## src/rtl/liteic_slave_read_arbiter.sv

```systemverilog
// rtl/liteic_slave_read_arbiter.sv - QoS/age/round-robin read arbiter for one shared slave slot
//
// Purpose: lets NUM_MASTERS masters share one slave read port, with only one
// read outstanding at the slave at any time. The FSM runs IDLE -> ADDR -> RESP -> IDLE.
// Ports:
//   clk_i, rstn_i                      clock, asynchronous active-low reset
//   mst_reqst_val_i/addr_i/qos_i/rdy_o per-master AR channel (addr/qos flattened, master i at slice i)
//   mst_resp_val_o/rdy_i/data_o        per-master R channel (data is broadcast)
//   slv_ar_valid_o/ready_i/addr_o      slave AR channel
//   slv_r_valid_i/ready_o/data_i       slave R channel
//   grant_o                            one-hot current owner, zero in IDLE
module liteic_slave_read_arbiter #(
  parameter int NUM_MASTERS = 4,
  parameter int ADDR_WIDTH  = 32,
  parameter int RDATA_WIDTH = 34,
  parameter int AGE_LIMIT   = 8
) (
  input  logic                              clk_i,
  input  logic                              rstn_i,
  input  logic [NUM_MASTERS-1:0]            mst_reqst_val_i,
  input  logic [NUM_MASTERS*ADDR_WIDTH-1:0] mst_reqst_addr_i,
  input  logic [NUM_MASTERS*4-1:0]          mst_reqst_qos_i,
  output logic [NUM_MASTERS-1:0]            mst_reqst_rdy_o,
  output logic [NUM_MASTERS-1:0]            mst_resp_val_o,
  input  logic [NUM_MASTERS-1:0]            mst_resp_rdy_i,
  output logic [RDATA_WIDTH-1:0]            mst_resp_data_o,
  output logic                              slv_ar_valid_o,
  input  logic                              slv_ar_ready_i,
  output logic [ADDR_WIDTH-1:0]             slv_ar_addr_o,
  input  logic                              slv_r_valid_i,
  output logic                              slv_r_ready_o,
  input  logic [RDATA_WIDTH-1:0]            slv_r_data_i,
  output logic [NUM_MASTERS-1:0]            grant_o
);

  localparam int IDX_W = (NUM_MASTERS > 1) ? $clog2(NUM_MASTERS) : 1;

  typedef enum logic [1:0] {S_IDLE, S_ADDR, S_RESP} state_t;

  state_t                 r_state;
  state_t                 w_state_nxt;
  logic [NUM_MASTERS-1:0] r_grant;
  logic [IDX_W-1:0]       r_gidx;
  logic [IDX_W-1:0]       r_rr_ptr;
  logic [3:0]             r_age [NUM_MASTERS];

  logic [4:0]             w_prio [NUM_MASTERS];
  logic [IDX_W-1:0]       w_win_idx;
  logic [IDX_W-1:0]       w_cand;
  logic [IDX_W:0]         w_sum;
  logic [4:0]             w_best;
  logic                   w_found;
  logic                   w_any_req;
  logic                   w_r_hs;
  logic [IDX_W-1:0]       w_rr_nxt;

  assign w_any_req = |mst_reqst_val_i;
  assign w_r_hs    = (r_state == S_RESP) && slv_r_valid_i && mst_resp_rdy_i[r_gidx];
  assign w_rr_nxt  = (r_gidx == IDX_W'(NUM_MASTERS - 1)) ? '0 : r_gidx + 1'b1;
  assign grant_o   = r_grant;

  // A saturated age counter lifts the requester above every QoS level (16 > 15).
  always_comb begin
    for (int i = 0; i < NUM_MASTERS; i++) begin
      w_prio[i] = (r_age[i] == 4'(AGE_LIMIT)) ? 5'd16 : {1'b0, mst_reqst_qos_i[i*4 +: 4]};
    end
  end

  // Scan in round-robin order from r_rr_ptr; only a strictly higher priority
  // replaces the current pick, so the first candidate in rr order wins ties.
  always_comb begin
    w_win_idx = '0;
    w_best    = '0;
    w_found   = 1'b0;
    w_sum     = '0;
    w_cand    = '0;
    for (int k = 0; k < NUM_MASTERS; k++) begin
      w_sum = {1'b0, r_rr_ptr} + (IDX_W+1)'(k);
      if (w_sum >= (IDX_W+1)'(NUM_MASTERS)) begin
        w_sum = w_sum - (IDX_W+1)'(NUM_MASTERS);
      end
      w_cand = w_sum[IDX_W-1:0];
      if (mst_reqst_val_i[w_cand] && (!w_found || (w_prio[w_cand] > w_best))) begin
        w_found   = 1'b1;
        w_best    = w_prio[w_cand];
        w_win_idx = w_cand;
      end
    end
  end

  always_comb begin
    w_state_nxt = r_state;
    case (r_state)
      S_IDLE:  if (w_any_req)      w_state_nxt = S_ADDR;
      S_ADDR:  if (slv_ar_ready_i) w_state_nxt = S_RESP;
      S_RESP:  if (w_r_hs)         w_state_nxt = S_IDLE;
      default: w_state_nxt = S_IDLE;
    endcase
  end

  // Outputs are decoded from state only, so an asynchronous reset zeroes them at once.
  always_comb begin
    mst_reqst_rdy_o = '0;
    mst_resp_val_o  = '0;
    mst_resp_data_o = '0;
    slv_ar_valid_o  = 1'b0;
    slv_ar_addr_o   = '0;
    slv_r_ready_o   = 1'b0;
    case (r_state)
      S_ADDR: begin
        slv_ar_valid_o  = 1'b1;
        slv_ar_addr_o   = mst_reqst_addr_i[r_gidx*ADDR_WIDTH +: ADDR_WIDTH];
        mst_reqst_rdy_o = r_grant & {NUM_MASTERS{slv_ar_ready_i}};
      end
      S_RESP: begin
        mst_resp_val_o  = r_grant & {NUM_MASTERS{slv_r_valid_i}};
        slv_r_ready_o   = mst_resp_rdy_i[r_gidx];
        mst_resp_data_o = slv_r_data_i;
      end
      default: ;
    endcase
  end

  always_ff @(posedge clk_i or negedge rstn_i) begin
    if (!rstn_i) begin
      r_state  <= S_IDLE;
      r_grant  <= '0;
      r_gidx   <= '0;
      r_rr_ptr <= '0;
      for (int i = 0; i < NUM_MASTERS; i++) r_age[i] <= '0;
    end else begin
      r_state <= w_state_nxt;
      if (r_state == S_IDLE) begin
        if (w_any_req) begin
          r_grant <= NUM_MASTERS'(1) << w_win_idx;
          r_gidx  <= w_win_idx;
        end
        // Ages move only in arbitration cycles; absent requesters and the winner restart.
        for (int i = 0; i < NUM_MASTERS; i++) begin
          if (!mst_reqst_val_i[i] || (w_win_idx == IDX_W'(i))) begin
            r_age[i] <= '0;
          end else if (r_age[i] < 4'(AGE_LIMIT)) begin
            r_age[i] <= r_age[i] + 4'd1;
          end
        end
      end
      if (w_r_hs) begin
        r_grant  <= '0;
        r_rr_ptr <= w_rr_nxt;
      end
    end
  end

endmodule

```

## config.mk

```make
export PLATFORM = sky130hd
export DESIGN_NAME = liteic_slave_read_arbiter
export DESIGN_NICKNAME = d
export VERILOG_FILES = /design/src/rtl/liteic_slave_read_arbiter.sv
export SDC_FILE = /design/constraint.sdc
export NUM_CORES = 1
export LEC_CHECK = 0
export CORE_AREA = 4 4 131 101
export DETAILED_ROUTE_END_ITERATION = 16
export DIE_AREA = 0 0 135 105
export GPL_TIMING_DRIVEN = 0
export PLACE_DENSITY = 0.74
export SKIP_CTS_REPAIR_TIMING = 1
export SYNTH_ARGS = -nofsm -noshare
export SYNTH_HDL_FRONTEND = slang
export SYNTH_SLANG_ARGS = --single-unit
```

## constraint.sdc

```tcl
create_clock -name clk_i -period 12.2 [get_ports clk_i]
set_input_delay 1.83 -clock clk_i [delete_from_list [all_inputs] [get_ports clk_i]]
set_output_delay 1.83 -clock clk_i [all_outputs]
set_load 0.005 [all_outputs]
```

Word level (Yosys, flattened, before mapping):

Cells that the tools add are included.

* $add $sub $neg: 12
* magnitude comparators: 20
* eq/ne operators: 13
* shifts and indexed selects: 2
* multiplexer cells: 62
* bitwise operators: 6
* reduce and logical (&&, ||, !) cells: 35

Operators with widths (number)
* $shiftx A128 B8 Y32: 1
* $mux W5: 15
* $mux W4: 13
* $bmux W5 S2: 4
* $mux W34: 1
* $mux W32: 1
* $mux W2: 12
* $ge A3 B3 Y1 const B: 7
* $add A4 B1 Y4 const B: 4
* $eq A4 B4 Y1 const B: 4
* $lt A4 B4 Y1 const B: 4
* $gt A5 B5 Y1: 3
* $lt A2 B3 Y1 const B: 5
* $not A2 Y3: 4
* $reduce_and A2 Y1: 6
* $reduce_bool A2 Y1: 6
* $bmux W1 S2: 5
* $mux W1: 10
* $and A4 B4 Y4: 2
* $eq A2 B2 Y1 const B: 4
* $sub A2 B1 Y2 const B: 4
* $logic_not A1 Y1: 7
* $logic_or A1 B1 Y1: 7
* $add A2 B2 Y3 const B: 2
* other kinds (11): 19

* register bits: 26
* input bits: 190
* output and inout port bits: 80
* logic and storage cells: 158

Longest topological paths before layout:

* depth in word-level cells: 23
* depth in mapped cells: 32
* gate-level depth less buffers: 31

Worst setup path before layout:

OpenSTA, ideal clock, no wires.

* path type: input port to flip-flop
* start point: input port mst_reqst_val_i[0]
* end point: register r_grant[0] (netlist: grant_o[0])
* library setup time: 0.121 ns
* arrival time: 6.905 ns
* required time: 12.079 ns
* setup slack: 5.174 ns
* cell stages on the path: 27
* buffers on the path: 2
* cell sequence: buf_2 -> nor2_1 -> nor3_2 -> nor2_4 -> a221o_1 -> ha_1 -> a21o_1 -> mux2i_1 -> a21oi_1 -> o21ai_4 -> mux2i_1 -> ha_1 -> nor2b_1 -> o21ai_0 -> a32oi_1 -> o21ai_1 -> o21ai_0 -> ha_1 -> nand4_1 -> or2_2 -> a221oi_2 -> or2_4 -> o21ai_1 -> a22oi_4 -> buf_4 -> nor2_1 -> a22o_1

* word-level cells in the longest chain between the ends: 19
* elaborated cells between the ends (all ways): 37
* those cells by class: order compare (3); shift (1); mux (21); reduce/logical (12)

Ends and longest elaborated chain
* from (decl): line 20 `input logic [NUM_MASTERS-1:0] mst_reqst_val_i,`
* $bmux W1 S2: line 83 `if (mst_reqst_val_i[w_cand] && (!w_found || (w_prio[w_cand] > w_best))) begin`
* $mux W1 (not written as such): line 83
* $mux W5 or $mux W1 (tied branches): line 83
* $gt A5 B5 Y1 or $logic_not A1 Y1 (tied branches): line 83
* $logic_or A1 B1 Y1: line 83
* $logic_and A1 B1 Y1: line 83
* $mux W5 or $mux W1 (tied branches): line 83
* $gt A5 B5 Y1 or $logic_not A1 Y1 (tied branches): line 83
* [... 3 more ...]
* $gt A5 B5 Y1 or $logic_not A1 Y1 (tied branches): line 83
* $logic_or A1 B1 Y1: line 83
* $logic_and A1 B1 Y1: line 83
* $mux W2: line 83
* $shl A1 B2 Y4: line 135 `r_grant <= NUM_MASTERS'(1) << w_win_idx;`
* $mux W4: line 134 `if (w_any_req) begin`
* $mux W4: line 133 `if (r_state == S_IDLE) begin`
* $mux W4: line 147 `if (w_r_hs) begin`
* to (signal assigned): line 135
* to (decl): line 42 `logic [NUM_MASTERS-1:0] r_grant;`

Several ways; a longest one is shown, not always the timed one. The select of a mux whose other input is x is not followed.
A chain may end at the register's enable or synchronous reset.

Worst setup path after layout:

* start point: input port mst_reqst_val_i[3]
* end point: register r_age[5] (netlist name)

* word-level cells in the longest chain between the ends: 19
* elaborated cells between the ends (all ways): 35
* those cells by class: order compare (3); eq/ne (1); mux (19); reduce/logical (12)

Ends and longest elaborated chain
* $bmux W1 S2: line 83
* $mux W1 (not written as such): line 83
* $mux W5 or $mux W1 (tied branches): line 83
* $gt A5 B5 Y1 or $logic_not A1 Y1 (tied branches): line 83
* $logic_or A1 B1 Y1: line 83
* $logic_and A1 B1 Y1: line 83
* $mux W5 or $mux W1 (tied branches): line 83
* $gt A5 B5 Y1 or $logic_not A1 Y1 (tied branches): line 83
* [... 3 more ...]
* $gt A5 B5 Y1 or $logic_not A1 Y1 (tied branches): line 83
* $logic_or A1 B1 Y1: line 83
* $logic_and A1 B1 Y1: line 83
* $mux W2 (*): line 83
* $eq A2 B2 Y1 (*): line 140 `if (!mst_reqst_val_i[i] || (w_win_idx == IDX_W'(i))) begin`
* $logic_or A1 B1 Y1 (*): line 140
* $reduce_bool A2 Y1 (no line)
* $reduce_and A2 Y1 (no line)
* to (signal, indexed assignment): line 143 `r_age[i] <= r_age[i] + 4'd1;`
* to (decl): line 45 `logic [3:0] r_age [NUM_MASTERS];`

Mark *: on every way between the ends. The rest lies on a longest branch, timed or not. The select of a mux whose other input is x is not followed.

==> impl_metrics.toml <==
[synthesis]
netlist_instances = 478
netlist_area_sq_um = 4110
syn_nets = 692
ys_async_sr_fraction_pct = 100
yosysTopAreaCell = "mux4_2"
yosys_warnings = 0
synth_top_area_share_pct = 18.1
avgSynthCellArea_sq_um = 8.60
synth_commonest_cells = "and2_1, nand2_1, mux4_2, o21ai_0, dfrtp_1"
ys_ff_latch = 26
ys_seq_area_share_pct = 15.8
synth_ff_type = "dfrtp_1"
synth.most_common_cell = "and2_1"
synth_cell_types = 62
synthTopCellsByArea = "mux4_2, dfrtp_1, and2_1, ha_1, mux2i_1"
synth_edf_count = 0

[sta]
finalCriticalPeriod_ns = 8.43
skew_ns = 0.00878
finalSetupViolCount = 0
hold_viol = 0
worst_pin_slew_ns = 1.22
finalMaxSlewViolations = 0
finalCritPeriodShare_pct = 69.1
rsz0062_at_grt = "false"
tns_ns = 0
fmaxAchievable_mhz = 119
slew_headroom_pct = 18.5

[routing]
wl_um = 18700
dr.pass1.iters = 6
routed_via_density = 5.31
wl_per_cell_um = 20.5
ant_nets = 0
vias = 4862
drtIter0Drc = 509
drc = 0

[cts]
cts_tree = "yes"
clk_pin_slew_ns = 0.07
clock_latency_ns = 0.27
htree_levels = 1
cts_root_buf = "clkbuf_16"
clockBufferDepth = 2
numCtsBuffers = 3
clock-sinks = 26

[critical_path]
cp_slowest_stage_delay_ns = 0.58
end_kind = "register"
reg2reg_depth = 29
r2r_slack_ns = 4.95
worstReg2RegEnd = "r_age[5]$_DFFE_PN0P_"
path_class = "in2reg"
cp-start-kind = "input port"
critPathSlowestCell = "clkdlybuf4s50_1"
worst-path-max-fanout = 10
reg2reg_from = "r_rr_ptr[0]$_DFFE_PN0P_"
worstPathRequired_ns = 12.35
worstSetupEndpoint = "r_age[5]$_DFFE_PN0P_"
crit_start = "mst_reqst_val_i[3]"
arrival_ns = 8.57

[placement]
placedInstanceArea_sq_um = 6990
detailed_place_hpwl_um = 16000
port_buffers = 267
gp_congestion = 0.932

[die]
row_count = 35
start_util_pct = 34.1
core_sq_um = 12000
design.die.area_sq_um = 14200
fp.dieW_um = 135
io_pins = 270
die_h_um = 105

[flow_run]
cap_viol_max_count = 0

[final_layout]
synthToLayoutAreaGrowth_pct = 72.6
final_layout_size_suffix_gt1_share_pct = 10.1
finalInstanceArea_sq_um = 7100
nFillCells = 1026
n_antenna_cell = 0
nNetsFinal = 964

[grt]
grt_pass1_wl_um = 28700
grt_pass1_vias = 5132
grt.overflow.total = 0
antenna_found_initial = 1
grtUsageTotal_pct = 25.4
grt_max_degree = 27

[power_and_ir_drop]
vdd_drop_max_v = 0.000146
p_leak_uw = 0.00282
power-per-cell-area_nw_per_um2 = 240

[outcome]
outcome = "completed"

[worst_hold_path]
hold_class = "reg2reg"
min_from = "grant_o[2]$_DFFE_PN0P_"
==> how the worst min path moves through the flow <==
stage | endpoint | depth (start not counted) | slack (ns)
after detailed placement | grant_o[2]$_DFFE_PN0P_ | 2 | 0.54
after global routing | grant_o[2]$_DFFE_PN0P_ | 2 | 0.60
after CTS | grant_o[2]$_DFFE_PN0P_ | 2 | 0.56
after global placement | grant_o[2]$_DFFE_PN0P_ | 2 | 0.53
after floorplan | grant_o[2]$_DFFE_PN0P_ | 2 | 0.50
final | grant_o[2]$_DFFE_PN0P_ | 2 | 0.56
==> metal layers <==
metal  up-vias  track usage [%]  wire length, um
li1       2293                -                -
met1      2315             31.1             7500
met2       221             45.1             9310
met3        31             6.64             1500
met4         2             4.82              410
met5         -                0               12
==> power by group <==
group | leakage [uW] | internal, uW | switching, uW
clock | 0.0000511 | 65.4 | 31.9
sequential | 0.000339 | 120 | 33.1
combinational | 0.00243 | 672 | 782
==> stage by stage <==
step | setup slack (ns) | hold WS, ns | total power [uW] | instances | util (%)
2_1_floorplan | 5.17 | 0.500 | 1080 | 478 | -
3_3_place_gp | 3.81 | 0.531 | 1530 | 911 | 58.0
3_5_place_dp | 3.65 | 0.541 | 1590 | 911 | 58.0
4_1_cts | 3.90 | 0.557 | 1700 | 915 | 58.9
5_1_grt | 3.43 | 0.598 | 1850 | 915 | 58.9
6_report | 3.77 | 0.559 | 1700 | 915 | 58.9
==> registers in the layout (all words and copies together), names as in the netlist <==
| name | flops |
|---|---|
| r_age | 16 |
| r_state | 2 |
| grant_o | 4 |
| r_gidx | 2 |
| r_rr_ptr | 2 |
==> worst max-delay path, delay by kind of cell <==
kind | cells | cell delay, ns
AOI/OAI and AO/OA | 12 | 2.56
and+or+nand+nor | 7 | 1.39
muxes | 3 | 1.00
buffers and inverters | 3 | 0.93
adders and majority gates | 3 | 0.86
==> cells by family (layout without fill, tap and decap cells) <==
logic type / count (synthesis) / after routing / share of synthesized area [%]
AOI/OAI and AO/OA: 103 / 103 / 18.0
DFF: 26 / 26 / 15.8
muxes: 62 / 62 / 25.7
buffers and inverters: 55 / 326 / 5.91
and+or+nand+nor: 208 / 208 / 27.3
adders and majority gates: 24 / 24 / 7.31
==> cell usage in the layout (no fill, tap or decap), types with 3 or more instances in the layout <==
cell / count
mux2_4: 3
a21oi_1: 15
ha_1: 24
dfrtp_1: 26
mux2_2: 6
buf_2: 7
o21ai_0: 29
nand3b_1: 5
buf_1: 4
clkdlybuf4s50_1: 267
or2_2: 6
nor4_1: 3
nand2_1: 53
o211ai_1: 12
and3_1: 9
nor2b_1: 4
inv_1: 17
nor2_1: 24
a221o_1: 3
o21ai_1: 5
a41oi_1: 4
a22o_1: 4
nand2b_1: 7
mux4_2: 33
clkbuf_1: 23
clkbuf_16: 3
nand3_1: 15
mux2i_1: 20
a31oi_1: 4
and2_1: 68
==> area by class of cell <==
class	count	area, sq um	area share [%]
plain buffers	37	175	2.47
clock buffers	3	75.1	1.06
clock inverters	1	30.0	0.423
inverters	18	67.6	0.952
multi-input cells	397	3220	45.3
flip-flops and latches	26	651	9.17
well taps	166	208	2.93
repair buffers	267	2670	37.7
No activity file was read; power rests on OpenSTA's default activity.
